===== src/rtl/firebird7_in_gate1_tessent_msib_pkg.sv =====
// Shared types and helpers for the gate1 multi-segment SIB.
// Capture of per-segment status is enabled by FIREBIRD7_MSIB_CAPTURE_STATUS_EN.
package firebird7_in_gate1_tessent_msib_pkg;

   localparam int MSIB_MAX_SEG = 16;
   localparam int MSIB_LEN_W   = 8;

   typedef logic [MSIB_MAX_SEG-1:0] msib_vec_t;
   typedef logic [MSIB_MAX_SEG-1:0][MSIB_LEN_W-1:0] msib_len_t;

   typedef enum logic [1:0] {
      MSIB_HOLD    = 2'd0,
      MSIB_CAPTURE = 2'd1,
      MSIB_SHIFT   = 2'd2
   } msib_op_e;

   // Host path length: one SIB bit per segment plus every open child chain.
   function automatic int unsigned msib_path_len(input msib_vec_t   open_mask,
                                                 input msib_len_t   child_len,
                                                 input int unsigned num_seg);
      int unsigned n;
      n = num_seg;
      for (int k = 0; k < MSIB_MAX_SEG; k++) begin
         if ((k < int'(num_seg)) && open_mask[k]) n += int'(child_len[k]);
      end
      return n;
   endfunction

endpackage


===== src/rtl/firebird7_in_gate1_tessent_msib_cell.sv =====
// One MSIB bit: shift stage (posedge), update and enable stages (negedge),
// the child splice mux and the child select gate.
module firebird7_in_gate1_tessent_msib_cell
   import firebird7_in_gate1_tessent_msib_pkg::*;
#(
   parameter logic RESET_OPEN = 1'b0
) (
   input  logic tck_i,
   input  logic rst_ni,
   input  logic sel_i,
   input  logic ce_i,
   input  logic se_i,
   input  logic ue_i,
   input  logic prev_i,
   input  logic from_so_i,
   input  logic cap_i,
   output logic sib_o,
   output logic to_si_o,
   output logic to_sel_o
);

   logic     sib_q, sib_d;
   logic     upd_q, upd_d;
   logic     en_q;
   msib_op_e op;

   // Capture outranks shift when both are requested.
   always_comb begin
      op = MSIB_HOLD;
      if (sel_i && ce_i)      op = MSIB_CAPTURE;
      else if (sel_i && se_i) op = MSIB_SHIFT;
   end

   always_comb begin
      sib_d = sib_q;
      case (op)
         MSIB_CAPTURE: sib_d = cap_i;
         MSIB_SHIFT:   sib_d = upd_q ? from_so_i : prev_i;
         default:      sib_d = sib_q;
      endcase
   end

   always_comb begin
      upd_d = upd_q;
      if (sel_i && ue_i) upd_d = sib_q;
   end

   always_ff @(posedge tck_i or negedge rst_ni) begin
      if (!rst_ni) sib_q <= 1'b0;
      else         sib_q <= sib_d;
   end

   // en trails upd by one falling edge so child select changes a full tck later.
   always_ff @(negedge tck_i or negedge rst_ni) begin
      if (!rst_ni) begin
         upd_q <= RESET_OPEN;
         en_q  <= RESET_OPEN;
      end else begin
         upd_q <= upd_d;
         en_q  <= upd_q;
      end
   end

   assign sib_o    = sib_q;
   assign to_si_o  = prev_i;
   assign to_sel_o = sel_i & en_q;

endmodule


===== src/rtl/firebird7_in_gate1_tessent_msib.sv =====
// Multi-segment SIB top: NUM_SEG cells chained on the host path, retimed scan out.
// Define FIREBIRD7_MSIB_CAPTURE_STATUS_EN to capture ijtag_status instead of zero.
module firebird7_in_gate1_tessent_msib
   import firebird7_in_gate1_tessent_msib_pkg::*;
#(
   parameter int                 NUM_SEG    = 4,
   parameter logic [NUM_SEG-1:0] RESET_OPEN = '0
) (
   input  logic               ijtag_tck,
   input  logic               ijtag_reset,
   input  logic               ijtag_sel,
   input  logic               ijtag_si,
   input  logic               ijtag_ce,
   input  logic               ijtag_se,
   input  logic               ijtag_ue,
   output logic               ijtag_so,
   input  logic [NUM_SEG-1:0] ijtag_from_so,
   input  logic [NUM_SEG-1:0] ijtag_status,
   output logic [NUM_SEG-1:0] ijtag_to_si,
   output logic [NUM_SEG-1:0] ijtag_to_sel,
   output logic               ijtag_to_ce,
   output logic               ijtag_to_se,
   output logic               ijtag_to_ue,
   output logic               ijtag_to_reset,
   output logic               ijtag_to_tck
);

   logic [NUM_SEG-1:0] sib;
   logic [NUM_SEG-1:0] prev;
   logic [NUM_SEG-1:0] cap;
   logic               so_ret_q;

`ifdef FIREBIRD7_MSIB_CAPTURE_STATUS_EN
   assign cap = ijtag_status;
`else
   logic unused_status;
   assign unused_status = ^ijtag_status;
   assign cap           = '0;
`endif

   assign prev[0] = ijtag_si;

   for (genvar k = 1; k < NUM_SEG; k++) begin : g_prev
      assign prev[k] = sib[k-1];
   end

   for (genvar k = 0; k < NUM_SEG; k++) begin : g_cell
      firebird7_in_gate1_tessent_msib_cell #(
         .RESET_OPEN (RESET_OPEN[k])
      ) u_cell (
         .tck_i     (ijtag_tck),
         .rst_ni    (ijtag_reset),
         .sel_i     (ijtag_sel),
         .ce_i      (ijtag_ce),
         .se_i      (ijtag_se),
         .ue_i      (ijtag_ue),
         .prev_i    (prev[k]),
         .from_so_i (ijtag_from_so[k]),
         .cap_i     (cap[k]),
         .sib_o     (sib[k]),
         .to_si_o   (ijtag_to_si[k]),
         .to_sel_o  (ijtag_to_sel[k])
      );
   end

   // Transparent while tck is low: scan out changes half a cycle after the shift edge.
   always_latch begin
      if (!ijtag_tck) so_ret_q <= sib[NUM_SEG-1];
   end

   assign ijtag_so       = so_ret_q;
   assign ijtag_to_ce    = ijtag_ce;
   assign ijtag_to_se    = ijtag_se;
   assign ijtag_to_ue    = ijtag_ue;
   assign ijtag_to_reset = ijtag_reset;
   assign ijtag_to_tck   = ijtag_tck;

endmodule

===== config.mk =====
export PLATFORM = sky130hd
export DESIGN_NAME = firebird7_in_gate1_tessent_msib
export DESIGN_NICKNAME = d
export VERILOG_FILES = /design/src/rtl/firebird7_in_gate1_tessent_msib_pkg.sv /design/src/rtl/firebird7_in_gate1_tessent_msib_cell.sv /design/src/rtl/firebird7_in_gate1_tessent_msib.sv
export SDC_FILE = /design/constraint.sdc
export NUM_CORES = 1
export LEC_CHECK = 0
export ABC_AREA = 1
export BUFFER_PORTS_ARGS = -buffer_cell sky130_fd_sc_hd__buf_2
export CAP_MARGIN = 25
export CORE_MARGIN = 2
export CORE_UTILIZATION = 47
export CTS_CLUSTER_DIAMETER = 80
export DETAILED_ROUTE_END_ITERATION = 7
export PLACE_DENSITY = 0.84
export SLEW_MARGIN = 30
export SYNTH_ARGS = -nofsm -noshare
export SYNTH_HDL_FRONTEND = slang
export SYNTH_SLANG_ARGS = --single-unit

===== constraint.sdc =====
create_clock -name ijtag_tck -period 1.2 [get_ports ijtag_tck]
set_input_delay 0.06 -clock ijtag_tck [delete_from_list [all_inputs] [get_ports ijtag_tck]]
set_output_delay 0.06 -clock ijtag_tck [all_outputs]
set_load 0.05 [all_outputs]

==> parameters.txt <==
Parameter                              Value

Status
  Status ... finished with violations
  Failing checks ... setup timing

Power
  Power share of the clock group ... 0.389
  Int Power ... 0.0009110 W
  Fraction of power spent switching nets ... 0.3791
  Power per cell area ... 1557 nW/µm²
  Combinational share of power ... 0.263
  Switching power ... 0.0005563 W
  Sequential power share ... 0.349
  VDD IR-drop max ... 1516 µV
  Leakage Power ... 0.5442 nW

Detailed routing
  Number of routed nets with antenna violations ... 0
  First-pass iteration count of the detailed router ... 4
  DR vias ... 601
  Total detailed-routing wirelength ... 1472 µm
  Vias per std cell ... 4.659
  DRC marker count from the first detailed-route iteration ... 13
  Avg WL per Cell ... 11.41 µm
  Residual DRC ... 0

Layout
  Non-filler cells, final ... 129
  End-of-flow core utilization ... 0.7522
  Net count reported at finish ... 130
  Non-Filler Cell Area, Final ... 942.2 µm²
  Leading cell type in the layout, fill and taps excluded ... sky130_fd_sc_hd__nand2_1
  Top library cells by usage in the layout, fill and taps aside ... 25 x sky130_fd_sc_hd__nand2_1, 17 x sky130_fd_sc_hd__buf_2, 13 x sky130_fd_sc_hd__buf_4
  Synth-to-layout area growth ... 53.67%
  Share of final-layout standard cells stronger than drive strength 1 ... 0.4561
  Antenna diode instance count ... 0

Synthesis
  Number of instances in the synthesized netlist ... 74
  Library cell with the largest summed area after synthesis ... sky130_fd_sc_hd__dfrtn_1
  Unique masters post-synth ... 11
  Net count of the mapped netlist ... 89
  Area contributors post-synth ... sky130_fd_sc_hd__dfrtn_1 33%, sky130_fd_sc_hd__dfrtp_1 16%, sky130_fd_sc_hd__buf_4 16%
  Yosys warns ... 0
  Total of flip-flops plus latches after synthesis ... 13
  Syn Area/Cell ... 8.285 µm²
  Area of the mapped netlist ... 613.1 µm²
  Area share of the leading cell type in the synthesized netlist ... 0.3265

Critical path
  Slowest cell on the critical path ... sky130_fd_sc_hd__dfrtn_1
  Worst path bufs/invs ... 2
  Slowest cell delay on critical path ... 400 ps
  WS Path Type ... register to primary output
  Worst Setup Start Kind ... register
  Type of element capturing the critical path ... primary output
  Required time at the worst-slack endpoint ... 1140 ps
  Arrival time of the worst setup path ... 1640 ps
  Top delay family on crit path ... flip-flops
  Crit-path max FO ... 1
  Series of cell instances along the critical path ... nand2_1 > inv_1 > buf_6

Die
  Starting Density ... 0.4895
  Vert. Die Dim ... 40.12 µm
  Row Count ... 13
  Die footprint ... 1609 µm²
  Placeable core region ... 1252 µm²
  Boundary pin count ... 29
  X dimension of the die ... 40.12 µm

Flow run
  Count of max-cap constraint violations ... 0

Place
  DPL Wire Length ... 886.4 µm
  Worst setup slack before clock tree synthesis ... -219.9 ps
  DP Area ... 700.7 µm²
  Gpl congestion ... 0.7312
  Number of placed cells counting well taps ... 106
  Input/output buffers ... 24

Min path
  Path category of the worst min-delay check ... primary input to register

Clock network
  Clock tree from TritonCTS ... done
  Clock Pin Slew Worst Setup and Hold Paths ... 80 ps
  Clock latency on the worst-skew pair ... 390 ps

GRT
  Maximum number of pins on one net before global-route repair ... 9
  Global-route wire length before repair ... 2325 µm
  Total routing usage reported by global routing ... 0.2444
  Via count of the first global-routing pass ... 556
  Number of antenna violations at the first check in global routing ... 0
  Gr ovfl total ... 0

Timing
  Unrepaired setup endpoints after global routing ... true
  Transition time at the pin with the least slew margin ... 285.5 ps
  Clock skew after layout ... 16.46 ps
  Final number of max-transition violations ... 0
  Count of endpoints failing setup in the final report ... 13
  Setup slack after layout ... -500.0 ps
  Headroom to the max-slew limit ... 0.8092
  Number of endpoints with negative hold slack in the final report ... 0
==> routing by layer <==
layer,global-route usage,wire (µm),vias up
met2,0.4153,778,27
li1,-,-,293
met5,0,0,-
met3,0.07778,80,2
met4,0.1810,18,0
met1,0.2473,594,279
==> power groups by stage <==
stage               logic [W]  clock network (W)  registers [W]
floorplan            0.000224           0.000180       0.000519
global placement     0.000272           0.000159       0.000512
detailed placement   0.000276           0.000159       0.000518
CTS                  0.000363           0.000592       0.000509
global route         0.000414           0.000619       0.000518
finish               0.000385           0.000570       0.000511
==> state kept, by name, summed over array words and instances, names as in the netlist <==
signal,count
ijtag_so,1
g_cell.u_cell.upd_q,4
g_cell.u_cell.sib_o,4
g_cell.u_cell.en_q,4
==> worst reg2reg max path, stage by stage (launching register included) <==
cell                      delay [ps]
sky130_fd_sc_hd__dfrtn_1         460
sky130_fd_sc_hd__inv_2            50
sky130_fd_sc_hd__nand2_2          50
sky130_fd_sc_hd__nand2_1          40
sky130_fd_sc_hd__nand2_1          50
sky130_fd_sc_hd__nand2_1          50
==> Yosys cell counts <==
cell	number
sky130_fd_sc_hd__dfrtp_1	4
sky130_fd_sc_hd__inv_1	8
sky130_fd_sc_hd__dfrtn_1	8
sky130_fd_sc_hd__a21oi_1	4
sky130_fd_sc_hd__buf_4	13
sky130_fd_sc_hd__nand2_2	1
sky130_fd_sc_hd__nor2_4	1
sky130_fd_sc_hd__nand3_1	4
sky130_fd_sc_hd__nand2_1	26
sky130_fd_sc_hd__dlxtn_1	1
sky130_fd_sc_hd__nor2_1	4
==> kinds of logic after synthesis <==
| family | synth area share |
|---|---|
| compound gates | 0.03265 |
| buf+inv | 0.2082 |
| flops | 0.4898 |
| latches | 0.02448 |
| simple gates | 0.2449 |
==> per-stage QoR <==
stage               setup TNS (ps)  hold slack [ps]  total power (W)
global placement             -1657           -48.39        0.0009427
floorplan                   -993.6           -235.6        0.0009224
finish                       -3466            56.87         0.001467
detailed placement           -1899           -40.23        0.0009526
global route                 -4075            67.00         0.001552
CTS                          -3517            33.63         0.001464
==> repair_timing <==
action | CTS | global route
endpoints found under the setup margin | 13 | 15
resized for setup | 11 | 10
hold buffers | 9 | 0
buffers inserted | 6 | 1
hold endpoints to repair | 8 | 0
==> final timing paths <==
path / slack [ps] / to / start / depth (start not counted)
min reg2reg: 360 / g_cell[2].u_cell.en_q$_DFF_NN0_ / g_cell[2].u_cell.upd_q$_DFFE_NN0P_ / 0
max: -500 / ijtag_to_sel[2] / g_cell[2].u_cell.en_q$_DFF_NN0_ / 3
max in group asynchronous: 340 / g_cell[1].u_cell.en_q$_DFF_NN0_ / ijtag_reset / 2
max reg2reg: -210 / g_cell[0].u_cell.sib_o$_DFFE_PN0P_ / g_cell[0].u_cell.upd_q$_DFFE_NN0P_ / 5
min: 60 / g_cell[3].u_cell.sib_o$_DFFE_PN0P_ / ijtag_se / 4
min in group asynchronous: 120 / g_cell[1].u_cell.sib_o$_DFFE_PN0P_ / ijtag_reset / 2
==> layout make-up <==
cell class	instances	area, µm²
well taps	15	18.77
flip-flops and latches	13	316.6
multi-input cells	40	172.7
repair buffers	45	350.3
fillers	93	310.3
clock buffers	8	53.80
inverters	8	30.03
No activity file was read; power rests on OpenSTA's default activity.
